**src/rtl/mem_arbiter.sv**
```systemverilog
// mem_arbiter: two-requester arbiter in front of a single processor-style memory port.
// Requester 0 is the processor and requester 1 a secondary master. One access is granted at a time.
// A read holds the port for one extra cycle (RD_WAIT) and its data is routed back to the owner.
// Define MEM_ARB_FIXED_PRIO_EN to make m0 always win ties. The default is round-robin.
module mem_arbiter #(
  parameter int unsigned ADDR_W = 32,
  parameter int unsigned DATA_W = 32
) (
  input  logic                clk_i,
  input  logic                rst_i,
  input  logic                m0_req_i,
  input  logic [ADDR_W-1:0]   m0_addr_i,
  input  logic [DATA_W/8-1:0] m0_wmask_i,
  input  logic [DATA_W-1:0]   m0_wdata_i,
  output logic                m0_gnt_o,
  output logic [DATA_W-1:0]   m0_rdata_o,
  output logic                m0_rvalid_o,
  input  logic                m1_req_i,
  input  logic [ADDR_W-1:0]   m1_addr_i,
  input  logic [DATA_W/8-1:0] m1_wmask_i,
  input  logic [DATA_W-1:0]   m1_wdata_i,
  output logic                m1_gnt_o,
  output logic [DATA_W-1:0]   m1_rdata_o,
  output logic                m1_rvalid_o,
  output logic [ADDR_W-1:0]   mem_addr_o,
  output logic                mem_rstrb_o,
  input  logic [DATA_W-1:0]   mem_rdata_i,
  output logic [DATA_W/8-1:0] mem_wmask_o,
  output logic [DATA_W-1:0]   mem_wdata_o
);

  localparam int unsigned MASK_W = DATA_W / 8;

  typedef enum logic {
    IDLE    = 1'b0,
    RD_WAIT = 1'b1
  } state_t;

  state_t              state_r;
  logic                owner_r;
`ifndef MEM_ARB_FIXED_PRIO_EN
  logic                last_r;
`endif

  logic                winner;
  logic                grant;
  logic                sel_read;
  logic [ADDR_W-1:0]   sel_addr;
  logic [MASK_W-1:0]   sel_wmask;
  logic [DATA_W-1:0]   sel_wdata;

  // Pick the winner among the active requests and mux its payload.
  always_comb begin
    winner = 1'b0;
    if (m0_req_i && m1_req_i) begin
`ifdef MEM_ARB_FIXED_PRIO_EN
      winner = 1'b0;
`else
      winner = ~last_r;
`endif
    end else if (m1_req_i) begin
      winner = 1'b1;
    end
    sel_addr  = winner ? m1_addr_i  : m0_addr_i;
    sel_wmask = winner ? m1_wmask_i : m0_wmask_i;
    sel_wdata = winner ? m1_wdata_i : m0_wdata_i;
    sel_read  = (sel_wmask == '0);
    // Outputs are gated by rst_i so everything reads zero while reset is held.
    grant     = (state_r == IDLE) && (m0_req_i || m1_req_i) && !rst_i;
  end

  // Drive grants, the memory port, and read-data routing for the current state.
  always_comb begin
    m0_gnt_o    = 1'b0;
    m1_gnt_o    = 1'b0;
    m0_rvalid_o = 1'b0;
    m1_rvalid_o = 1'b0;
    m0_rdata_o  = '0;
    m1_rdata_o  = '0;
    mem_addr_o  = '0;
    mem_rstrb_o = 1'b0;
    mem_wmask_o = '0;
    mem_wdata_o = '0;
    if (grant) begin
      m0_gnt_o    = ~winner;
      m1_gnt_o    = winner;
      mem_addr_o  = sel_addr;
      mem_wdata_o = sel_wdata;
      mem_rstrb_o = sel_read;
      mem_wmask_o = sel_read ? '0 : sel_wmask;
    end else if (state_r == RD_WAIT && !rst_i) begin
      if (owner_r) begin
        m1_rvalid_o = 1'b1;
        m1_rdata_o  = mem_rdata_i;
      end else begin
        m0_rvalid_o = 1'b1;
        m0_rdata_o  = mem_rdata_i;
      end
    end
  end

  // State, read owner and round-robin history.
  always_ff @(posedge clk_i or posedge rst_i) begin
    if (rst_i) begin
      state_r <= IDLE;
      owner_r <= 1'b0;
`ifndef MEM_ARB_FIXED_PRIO_EN
      last_r  <= 1'b1;
`endif
    end else begin
      case (state_r)
        IDLE: begin
          if (grant) begin
`ifndef MEM_ARB_FIXED_PRIO_EN
            last_r <= winner;
`endif
            if (sel_read) begin
              owner_r <= winner;
              state_r <= RD_WAIT;
            end
          end
        end
        RD_WAIT: state_r <= IDLE;
        default: state_r <= IDLE;
      endcase
    end
  end

endmodule

```
**config.mk**
```make
export PLATFORM = sky130hd
export DESIGN_NAME = mem_arbiter
export DESIGN_NICKNAME = d
export VERILOG_FILES = /design/src/rtl/mem_arbiter.sv
export SDC_FILE = /design/constraint.sdc
export NUM_CORES = 1
export LEC_CHECK = 0
export ABC_AREA = 1
export BUFFER_PORTS_ARGS = -buffer_cell sky130_fd_sc_hd__buf_2
export CORE_AREA = 5 5 117 119
export CTS_CLUSTER_DIAMETER = 50
export DETAILED_ROUTE_END_ITERATION = 8
export DIE_AREA = 0 0 122 124
export GPL_TIMING_DRIVEN = 0
export PLACE_DENSITY_LB_ADDON = 0.2
export SLEW_MARGIN = 20
export SYNTH_ARGS = -nofsm -noshare
export SYNTH_HDL_FRONTEND = slang
export SYNTH_SLANG_ARGS = --single-unit
```
**constraint.sdc**
```tcl
create_clock -name clk_i -period 3 [get_ports clk_i]
set_input_delay 0.45 -clock clk_i [delete_from_list [all_inputs] [get_ports clk_i]]
set_output_delay 0.45 -clock clk_i [all_outputs]
set_load 0.05 [all_outputs]
```
== Yosys cells after proc, flatten, opt, wreduce, memory -nomap -nowiden ==
Cells that the tools add are included.
Word-level totals
  input bits: 172
  output and inout port bits: 137
  register bits: 3
Cells by class
  muxes and demuxes: 27
  reductions and logical operators: 9
  bitwise operators: 3
Operators by type and width (count)
  32-bit 2-to-1 mux: 10
  1-bit 2-to-1 mux: 13
  4-bit 2-to-1 mux: 3
  1-bit logical AND: 4
  4-bit zero test: 1
  1-bit inverter: 3
  3-bit AND reduction: 1
  1-bit case mux with 2 select lines: 1
  2-bit AND reduction: 1
  1-bit zero test: 1
  1-bit logical OR: 1

== Longest topological paths before layout ==
Gate-level depths: netlist (run 1).
  depth in word-level cells: 7
  depth in mapped cells: 8

== Least setup slack after synthesis (run 1) ==
OpenSTA, ideal clock, no wires.
  path type: input to output
  start point: in rst_i
  end point: out m1_rdata_o[10]
  data required time: 2550 ps
  arrival: 2353 ps
  slack: 197 ps
  cell stages on the path: 6
  buffers on the path: 1
  cell sequence: inv_1 nand2_1 nor2_1 inv_2 clkbuf_1 nor2_1
Between the ends
  word-level cells in the longest chain between the ends: 4
Ends and longest elaborated chain
  from (decl): RTL line 10  | input logic rst_i,
  1-bit zero test (no source line) *
  1-bit logical AND: RTL line 91  | end else if (state_r == RD_WAIT && !rst_i) begin
  32-bit 2-to-1 mux: RTL line 91
  32-bit 2-to-1 mux *: RTL line 84  | if (grant) begin
  to (decl): RTL line 23  | output logic [DATA_W-1:0] m1_rdata_o,
Mark *: on every way between the ends. The rest lies on a longest branch, timed or not.

== Final worst setup path (run 1) ==
  start point: reg last_r
  end point: out mem_wdata_o[13]
Between the ends
  word-level cells in the longest chain between the ends: 4
Ends and longest elaborated chain
  from (decl): RTL line 42  | logic last_r;
  from (signal assigned): RTL line 115  | last_r <= winner;
  1-bit inverter: RTL line 59  | winner = ~last_r;
  1-bit 2-to-1 mux: RTL line 55  | if (m0_req_i && m1_req_i) begin
  32-bit 2-to-1 mux: RTL line 66  | sel_wdata = winner ? m1_wdata_i : m0_wdata_i;
  32-bit 2-to-1 mux: RTL line 84
  to (decl): RTL line 29  | output logic [DATA_W-1:0] mem_wdata_o
Every way passes these cells.

==> results of run 1 <==
## cell families (layout without fill, tap and decap cells)
logic type	Yosys count	in the layout	synth area share (%)
and+or+nand+nor	101	101	28.62
AOI/OAI and AO/OA	67	67	41.67
buffers and inverters	65	377	24.21
DFF	3	3	5.491
## critical path: cells and delay by family, from the launching register on
| kind | cells | cell delay [ps] |
|---|---|---|
| buf+inv | 4 | 680 |
| flops | 1 | 520 |
| simple gates | 3 | 440 |
| compound gates | 1 | 170 |
## through the flow
step	instances	setup slack [ps]	power (mW)	area [µm²]	util, %
after floorplan	236	196.6	0.5387	1390	-
after global placement	716	640.8	0.7679	3147	25.24
after detailed placement	716	647.4	0.7721	3147	25.24
after CTS	720	465.5	0.9899	3226	25.88
after global routing	720	341.2	1.033	3226	25.88
final	720	502.5	0.9769	3226	25.88
## synth_stat cells
| cell type | count |
|---|---|
| nand2_2 | 2 |
| dfstp_2 | 1 |
| o21ai_1 | 1 |
| inv_1 | 41 |
| o21ai_2 | 1 |
| nor3_1 | 2 |
| a22o_1 | 64 |
| buf_2 | 2 |
| clkbuf_1 | 6 |
| a21oi_1 | 1 |
| nand3_1 | 6 |
| buf_6 | 12 |
| nand3b_1 | 1 |
| inv_2 | 4 |
| nand2_1 | 18 |
| nor2_1 | 72 |
| dfrtp_1 | 2 |
## worst max-delay path by stage
stage | cells past startpoint | slack (ps) | to
floorplan | 6 | 200 | m1_rdata_o[10]
global placement | 8 | 640 | mem_wdata_o[13]
detailed placement | 8 | 650 | mem_wdata_o[15]
CTS | 8 | 470 | mem_wdata_o[15]
global route | 8 | 340 | mem_wdata_o[15]
finish | 8 | 500 | mem_wdata_o[13]
## sequential cells by signal, summed over array words and instances (netlist names)
register,count
state_r,1
last_r,1
owner_r,1
## layout make-up
type,instances,area [µm²]
flip-flops and latches,3,76.32
fillers,1417,9240
well taps,172,215.2
repair buffers,308,1541
multi-input cells,168,977.2
inverters,45,168.9
clock buffers,4,78.83
plain buffers,20,167.7
## metal layers
metal | vias up | GRT usage [%]
met2 | 157 | 22.44
met3 | 10 | 2.044
met4 | 0 | 2.031
met5 | - | 0
li1 | 1410 | -
met1 | 1238 | 12.23
## report_power, final
part	internal (mW)	switching, mW	total (mW)
logic	0.227	0.484	0.711
clock network	0.175	0.0352	0.210
registers	0.0485	0.00688	0.0554
total	0.451	0.526	0.977
==> flow_metrics.env, run 1 <==
export IMPL_area_growth_pct=132.0
export IMPL_top_layer_used="met4"
export IMPL_yosys_area_top_type="a22o_1"
export IMPL_startpoint_type="flop"
export IMPL_grt_util_all_layers_pct=11.18
export IMPL_r2r_start="last_r"
export IMPL_relSlewSlack_pct=69.05
export IMPL_antenna_found_initial=0
export IMPL_synth_seq_area_share_pct=5.491
export IMPL_post_route_drc_count=0
export IMPL_cts_root_buf="clkbuf_16"
export IMPL_io_pins=309
export IMPL_grt_pass1_wl_um=13750
export IMPL_ir_drop_mv=0.1010
export IMPL_hold_path_class="in -> async"
export IMPL_grt_overflow_total=0
export IMPL_drt_pass1_iter_count=5
export IMPL_wl_met2_um=5387
export IMPL_r2r_end="owner_r"
export IMPL_yosys_cell_types_count=17
export IMPL_core_area_um2=12470
export IMPL_layout_drive_gt1_share_pct=60.77
export IMPL_clock_skew_ps=1.074
export IMPL_dieHeight_um=124
export IMPL_drv_slew=0
export IMPL_hold_violations=0
export IMPL_p_leak_nw=2.272
export IMPL_whs_ps=115.5
export IMPL_cp_data_required_time_ps=2550
export IMPL_arrival_ps=2050
export IMPL_initialDrtViolationCount=66
export IMPL_wl_met1_um=3608
export IMPL_critPathCaptureType="output pin"
export IMPL_crit_chain="nand2_2 > nand2_2 > inv_2 > nor2_1 > buf_6 > buf_6 > a22o_1 > buf_2"
export IMPL_fmax_mhz=400.4
export IMPL_synth_area_um2=1390
export IMPL_cts_buffers_inserted=3
export IMPL_syn_nets=408
export IMPL_worstPathMaxFanout=10
export IMPL_tns_ps=0
export IMPL_yosys_top_cells_area="a22o_1 40%, nor2_1 19%, inv_1 11%, buf_6 9.7%, nand2_1 4.9%"
export IMPL_rows=41
export IMPL_powerDensity_nw_per_um2=302.9
export IMPL_crit_slowest_cell="dfstp_2"
export IMPL_postSynthAreaPerCell_um2=5.890
export IMPL_cts_buffer_depth=2
export IMPL_grt_max_degree=11
export IMPL_slowest_delay_ps=520
export IMPL_via_per_inst=3.910
export IMPL_start_util_pct=11.15
export IMPL_worstMarginPinSlew_ps=464.3
export IMPL_r2r_setup_slack_ps=1700
export IMPL_layout_common_cells="310 x buf_2, 72 x nor2_1, 64 x a22o_1"
export IMPL_ctsHoldBuffers=0
export IMPL_clkLatencyLatePin_ps=220
export IMPL_dieArea_um2=15130
export IMPL_period_needed_ps=2498
export IMPL_clkTransAtPathRegs_ps=30
export IMPL_yosys_warnings=0
export IMPL_outcome="completed"
export IMPL_synth_top_area_share_pct=40.32
export IMPL_dp_hpwl_um=8823
export IMPL_maxCapViolations=0
export IMPL_diodes=0
export IMPL_rsz0062_at_grt="false"
export IMPL_finalWeightedCongestion=0.7796
export IMPL_netlist_instances=236
export IMPL_period_share_pct=83.25
export IMPL_ff2ff_path_depth=8
export IMPL_crit_start="last_r"
export IMPL_numClockSinks=3
export IMPL_grt_pass1_vias=2815
export IMPL_cts_tree="built"
export IMPL_cts_resized=0
export IMPL_path_class="reg -> out"
export IMPL_die_w_um=122
export IMPL_ant_nets=0
export IMPL_htree_levels=1
export IMPL_wirelength_um=9984
export IMPL_io_buffers=308
export IMPL_nNetsFinal=721
export IMPL_post_cts_setup_buffer_count=0
export IMPL_finalSetupViolCount=0
export IMPL_final_common_cell="buf_2"
export IMPL_vias=2815
export IMPL_wire_per_inst_um=13.87
export IMPL_met3_length_um=911
export IMPL_ys_ff_latch=3
Power figures use the tool's default switching activity.
==> inputs of run 2 (changes only) <==
==> constraint.sdc (replaced) <==
create_clock -name clk_i -period 2.1 [get_ports clk_i]
set_input_delay 0.315 -clock clk_i [delete_from_list [all_inputs] [get_ports clk_i]]
set_output_delay 0.315 -clock clk_i [all_outputs]
set_load 0.05 [all_outputs]
==> run 2 against run 1 <==
Against the previous run:
- the flow now finishes with violations (setup timing)
- final cell count rose by 1.7%
- utilization is 5.2 points higher
- die area stayed put
- sequential share of layout area fell by 0.40 points
- design area increased by 20%
- combinational power up 74%
- global-route usage is 0.31 points lower
- clock skew is essentially flat
- setup slack lost 510 ps
- first-iteration DRC count decreased by 14%
- critical path type unchanged
- critical endpoint is now mem_wdata_o[5]
- largest cell class unchanged
- highest routed layer unchanged
==> flow_metrics.env, run 2 (synthesis gave the netlist of run 1 again) <==
export IMPL_vias=2846
export IMPL_finalWeightedCongestion=0.8105
export IMPL_wirelength_um=10350
export IMPL_io_pins=309
export IMPL_switching_share_pct=49.46
export IMPL_antenna_found_initial=0
export IMPL_switching_power_mw=0.8043
export IMPL_top_regs="last_r: 1 flops, owner_r: 1 flops, state_r: 1 flops"
export IMPL_met2_usage_pct=21.65
export IMPL_grt_pass1_vias=2723
export IMPL_final_common_cell="buf_2"
export IMPL_path_class="reg -> out"
export IMPL_cts_buffers_inserted=3
export IMPL_grt_util_all_layers_pct=10.88
export IMPL_grt_max_degree=11
export IMPL_period_share_pct=100.2
export IMPL_start_util_pct=11.15
export IMPL_fmax_mhz=475.1
export IMPL_pwr_share_comb_pct=76.3
export IMPL_path_delay_family="flip-flops"
export IMPL_initialDrtViolationCount=57
export IMPL_cp_data_required_time_ps=1780
export IMPL_cts_root_buf="clkbuf_16"
export IMPL_die_w_um=122
export IMPL_wire_per_inst_um=14.14
export IMPL_outcome="finished, violations left"
export IMPL_drv_slew=0
export IMPL_path_common_cell="nand2_4"
export IMPL_grt_met3_usage_pct=2.044
export IMPL_arrival_ps=1790
export IMPL_via_per_inst=3.888
export IMPL_p_clk_share_pct=18.8
export IMPL_hold_violations=0
export IMPL_clkLatencyLatePin_ps=220
export IMPL_rsz0062_at_grt="true"
export IMPL_tns_ps=-4.840
export IMPL_clkTransAtPathRegs_ps=30
export IMPL_numClockSinks=3
export IMPL_htree_levels=1
export IMPL_cts_tree="built"
export IMPL_busiest_layer="met2"
export IMPL_post_route_drc_count=0
export IMPL_dieHeight_um=124
export IMPL_crit_slowest_cell="dfstp_2"
export IMPL_cts_buffer_depth=2
export IMPL_fillCellCount=1363
export IMPL_dieArea_um2=15130
export IMPL_dpl_worst_slack_ps=-131.9
export IMPL_area_growth_pct=179.0
export IMPL_layout_drive_gt1_share_pct=62.68
export IMPL_finalSetupViolCount=1
export IMPL_period_needed_ps=2105
export IMPL_clock_skew_ps=0.6753
export IMPL_seq_power_share_pct=5.0
export IMPL_slowest_delay_ps=540
export IMPL_ir_drop_mv=0.2799
export IMPL_grt_overflow_total=0
export IMPL_dp_hpwl_um=8502
export IMPL_hold_path_class="in -> async"
export IMPL_grt_pass1_wl_um=13530
export IMPL_p_leak_nw=2.458
export IMPL_p_int_mw=0.8217
export IMPL_ant_nets=0
export IMPL_met1_usage_pct=12.11
export IMPL_violations="setup timing"
export IMPL_crit_chain="nand2_4 > nand2_4 > inv_4 > nand2_4 > inv_6 > buf_12 > buf_8 > a22o_4 > buf_12"
export IMPL_relSlewSlack_pct=69.40
export IMPL_nNetsFinal=733
export IMPL_diodes=0
export IMPL_rows=41
export IMPL_worstMarginPinSlew_ps=459.0
export IMPL_layout_common_cells="246 x buf_2, 68 x nor2_1, 62 x a22o_1"
export IMPL_worstPathMaxFanout=6
export IMPL_core_area_um2=12470
export IMPL_drt_pass1_iter_count=4
export IMPL_maxCapViolations=0
export IMPL_worst_slack_ps=-4.840
export IMPL_io_buffers=308
export IMPL_powerDensity_nw_per_um2=419.2
export IMPL_startpoint_type="flop"
export IMPL_critPathCaptureType="output pin"
export IMPL_path_buf_inv=5
[run 2: cell count changes in the layout (fill, tap and decap cells not counted), sizes merged]
cell         change
buf              -4
dlygate4sd3      +1
clkbuf          +15
[run 2: metrics by stage]
stage / instance area (µm²) / std cells / util [%] / hold slack [ps] / power [mW]
final: 3879 / 732 / 31.12 / 158.9 / 1.626
after global routing: 3879 / 732 / 31.12 / 182.8 / 1.703
after CTS: 3503 / 723 / 28.10 / 149.0 / 1.512
after detailed placement: 3152 / 716 / 25.28 / 208.3 / 1.101
after global placement: 3152 / 716 / 25.28 / 201.0 / 1.096
after floorplan: 1395 / 236 / - / 76.05 / 0.7717
[run 2: metal layers]
metal	wire length (µm)	up-vias
met5	0	-
met4	59	0
met3	898	6
met2	5726	142
met1	3665	1264
li1	-	1434
[run 2: repair_timing]
action / in CTS / in global routing
buffers inserted: 2 / 4
hold buffers: 1 / 0
gates cloned: 0 / 5
endpoints found under the setup margin: 65 / 62
resized for setup: 81 / 64
pin swaps: 3 / 19
endpoints found under the hold margin: 2 / 0
[run 2: power groups by stage]
stage                     registers [mW]  clock network, mW  logic [mW]
after floorplan                   0.0768                  0       0.695
final                             0.0810              0.305        1.24
after global routing              0.0831              0.312        1.31
after detailed placement          0.0808                  0        1.02
after CTS                         0.0814              0.308        1.12
after global placement            0.0807                  0        1.02
[run 2: layout make-up]
cell class	instances	area, µm²	area share (%)
Buffer	20	210.2	5.419
Tap cell	172	215.2	5.548
Sequential cell	3	76.32	1.968
Clock buffer	4	78.83	2.032
Inverter	45	176.4	4.548
Multi-Input combinational cell	168	1040	26.81
Timing Repair Buffer	320	2082	53.68
[run 2: path summary, 6_finish.rpt]
check                      cells past startpoint             end  slack, ps     start
max                                            9  mem_wdata_o[5]         -5    last_r
min                                            2          last_r        160     rst_i
max reg2reg                                    9         owner_r        720    last_r
min reg2reg                                    2          last_r        480    last_r
max in group asynchronous                      3         owner_r       1410     rst_i
min in group clk_i                             4          last_r        460  m0_req_i
==> inputs of run 3 (changes only) <==
--- a/config.mk
+++ b/config.mk
@@ -5,12 +5,11 @@
 export SDC_FILE = /design/constraint.sdc
 export NUM_CORES = 1
 export LEC_CHECK = 0
-export ABC_AREA = 1
 export BUFFER_PORTS_ARGS = -buffer_cell sky130_fd_sc_hd__buf_2
-export CORE_AREA = 5 5 117 119
+export CORE_AREA = 5 5 118 120
 export CTS_CLUSTER_DIAMETER = 50
 export DETAILED_ROUTE_END_ITERATION = 8
-export DIE_AREA = 0 0 122 124
+export DIE_AREA = 0 0 123 125
 export GPL_TIMING_DRIVEN = 0
 export PLACE_DENSITY_LB_ADDON = 0.2
 export SLEW_MARGIN = 20
==> run 3 against run 2 <==
Against the previous run:
- design area shrank 3.0%
- count of clock-buffer cells in the layout is the same
- total power shrank 12%
- final cell count shrank 8.1%
- setup slack gained 26 ps
- the run now ends clean
- non-clock buffer count shrank 6
- clock skew is essentially flat
==> flow_metrics.env, run 3 <==
export IMPL_dpl_worst_slack_ps=-59.35
export IMPL_worstMarginPinSlew_ps=410.4
export IMPL_drv_slew=0
export IMPL_synth_top_cells_by_count="65 x a22o_1, 62 x and2_1, 8 x buf_2"
export IMPL_outcome="completed"
export IMPL_powerDensity_nw_per_um2=380.4
export IMPL_vias=2711
export IMPL_synthFlopType="dfrtp_1"
export IMPL_synthArstFlopShare_pct=100.0
export IMPL_synth_seq_area_share_pct=5.561
export IMPL_die_w_um=123
export IMPL_numClockSinks=3
export IMPL_synth_top_family_by_area="compound AO/OA/AOI/OAI gates"
export IMPL_worstPathMaxFanout=8
export IMPL_switching_share_pct=48.02
export IMPL_start_util_pct=10.66
export IMPL_critPathCaptureType="output pin"
export IMPL_crit_end="mem_wdata_o[4]"
export IMPL_period_share_pct=99.01
export IMPL_wirelength_um=11190
export IMPL_yosys_top_cells_area="a22o_1 41%, and2_1 28%, buf_8 5.5%, dfrtp_1 3.6%, mux2i_1 3.6%"
export IMPL_finalSetupViolCount=0
export IMPL_ir_drop_mv=0.1765
export IMPL_drt_pass1_iter_count=4
export IMPL_layout_common_cells="246 x buf_2, 62 x and2_1, 61 x a22o_1"
export IMPL_synth_area_um2=1373
export IMPL_r2r_start="last_r"
export IMPL_area_growth_pct=174.0
export IMPL_r2r_end="state_r"
export IMPL_stdcell_area_um2=3761
export IMPL_synth_top_area_share_pct=41.48
export IMPL_dieArea_um2=15380
export IMPL_grt_overflow_total=0
export IMPL_postSynthAreaPerCell_um2=7.711
export IMPL_cts_buffer_depth=2
export IMPL_initialDrtViolationCount=88
export IMPL_hold_path_class="in -> async"
export IMPL_p_int_mw=0.7437
export IMPL_grt_max_degree=11
export IMPL_synthSimpleGateAreaFrac_pct=36.19
export IMPL_io_pins=309
export IMPL_finalWeightedCongestion=0.8156
export IMPL_syn_nets=350
export IMPL_synth_compound_area_share_pct=44.03
export IMPL_ant_nets=0
export IMPL_grt_util_all_layers_pct=13.02
export IMPL_yosys_warnings=0
export IMPL_tns_ps=0
export IMPL_path_class="reg -> out"
export IMPL_io_buffers=308
export IMPL_crit_start="state_r"
export IMPL_synth_fa_ha_area_share_pct=0
export IMPL_synthMuxAreaShare_pct=3.646
export IMPL_worst_slack_ps=20.71
export IMPL_wire_per_inst_um=16.63
export IMPL_final_common_cell="buf_2"
export IMPL_arrival_ps=1760
export IMPL_power_total_mw=1.431
export IMPL_dp_hpwl_um=9685
export IMPL_clkTransAtPathRegs_ps=30
export IMPL_nNetsFinal=669
export IMPL_core_area_um2=12870
export IMPL_maxCapViolations=0
export IMPL_layout_drive_gt1_share_pct=70.36
export IMPL_synth_edf_count=0
export IMPL_synth_most_common_cell="a22o_1"
export IMPL_ys_ff_latch=3
export IMPL_p_leak_nw=2.243
export IMPL_cp_data_required_time_ps=1780
export IMPL_rows=42
export IMPL_post_route_drc_count=0
export IMPL_r2r_setup_slack_ps=860
export IMPL_cts_buffers_inserted=3
export IMPL_seq_power_share_pct=4.8
export IMPL_grt_pass1_vias=2904
export IMPL_fmax_mhz=480.9
export IMPL_netlist_instances=178
export IMPL_rsz0062_at_grt="true"
export IMPL_cts_tree="built"
export IMPL_period_needed_ps=2079
export IMPL_dieHeight_um=125
export IMPL_grt_pass1_wl_um=15480
export IMPL_via_per_inst=4.028
export IMPL_ff2ff_path_depth=4
export IMPL_yosys_cell_types_count=22
export IMPL_cts_root_buf="clkbuf_16"
export IMPL_synthXorXnorAreaFrac_pct=0
export IMPL_antenna_found_initial=1
export IMPL_p_clk_share_pct=21.2
export IMPL_clkLatencyLatePin_ps=220
export IMPL_hold_violations=0
export IMPL_place_area_um2=3136
export IMPL_pwr_share_comb_pct=73.9
export IMPL_switching_power_mw=0.6870
export IMPL_relSlewSlack_pct=72.39
export IMPL_top_regs="last_r: 1 flops, owner_r: 1 flops, state_r: 1 flops"
export IMPL_startpoint_type="flop"
export IMPL_yosys_area_top_type="a22o_1"
export IMPL_clock_skew_ps=0.9191
export IMPL_htree_levels=1
## run 3: worst min-delay path by stage
stage,start,endpoint,depth (start not counted)
floorplan,rst_i,owner_r,1
global placement,rst_i,state_r,2
detailed placement,rst_i,state_r,2
CTS,rst_i,state_r,2
global route,rst_i,owner_r,2
finish,rst_i,state_r,2
## run 3: stage by stage
stage	std cells	hold WS, ps	utilization (%)
final	673	5.250	29.21
after global routing	673	27.70	29.21
after CTS	666	1.831	26.64
after detailed placement	662	227.6	24.35
after global placement	662	223.8	24.35
after floorplan	178	73.23	-
## run 3: kinds of logic after synthesis
group | count (synthesis)
AOI/OAI and AO/OA | 68
buffers and inverters | 21
DFF | 3
muxes | 5
and+or+nand+nor | 81
## run 3: what timing repair did
item                                   in CTS  in global routing
hold buffers                                0                  0
pin swaps                                   0                  9
gates cloned                                0                  4
setup buffers                               0                  2
endpoints found under the hold margin       0                  0
setup endpoints to repair                  90                109
gates resized for setup                    73                 80
## run 3: power groups by stage
stage	registers, mW	clock network [mW]	logic (mW)
6_report	0.0690	0.304	1.06
4_1_cts	0.0687	0.310	0.970
3_5_place_dp	0.0690	0	0.893
2_1_floorplan	0.0682	0	0.570
5_1_grt	0.0696	0.314	1.11
3_3_place_gp	0.0691	0	0.890
## run 3: critical path, stage by stage, from the launching register on
cell and delay (ps):
dfrtp_1 390, nor2_2 230, and3_4 270, buf_12 160, buf_8 120, a22o_1 170
buf_6 180
## run 3: area by class of cell
| cell class | count | area [µm²] |
|---|---|---|
| flip-flops and latches | 3 | 76.32 |
| diodes | 1 | 2.502 |
| repair buffers | 314 | 1962 |
| clock buffers | 4 | 78.83 |
| multi-input cells | 154 | 1197 |
| inverters | 1 | 3.754 |
| plain buffers | 20 | 220.2 |
| well taps | 176 | 220.2 |
| fillers | 1380 | 9114 |
## run 3: per-layer routing
layer	vias to the layer above	share of wire, %	global-route usage [%]
met5	-	0	0
met4	0	3.0	5.472
met3	10	12	3.342
met2	198	51	24.32
met1	1201	35	13.54
li1	1302	-	-
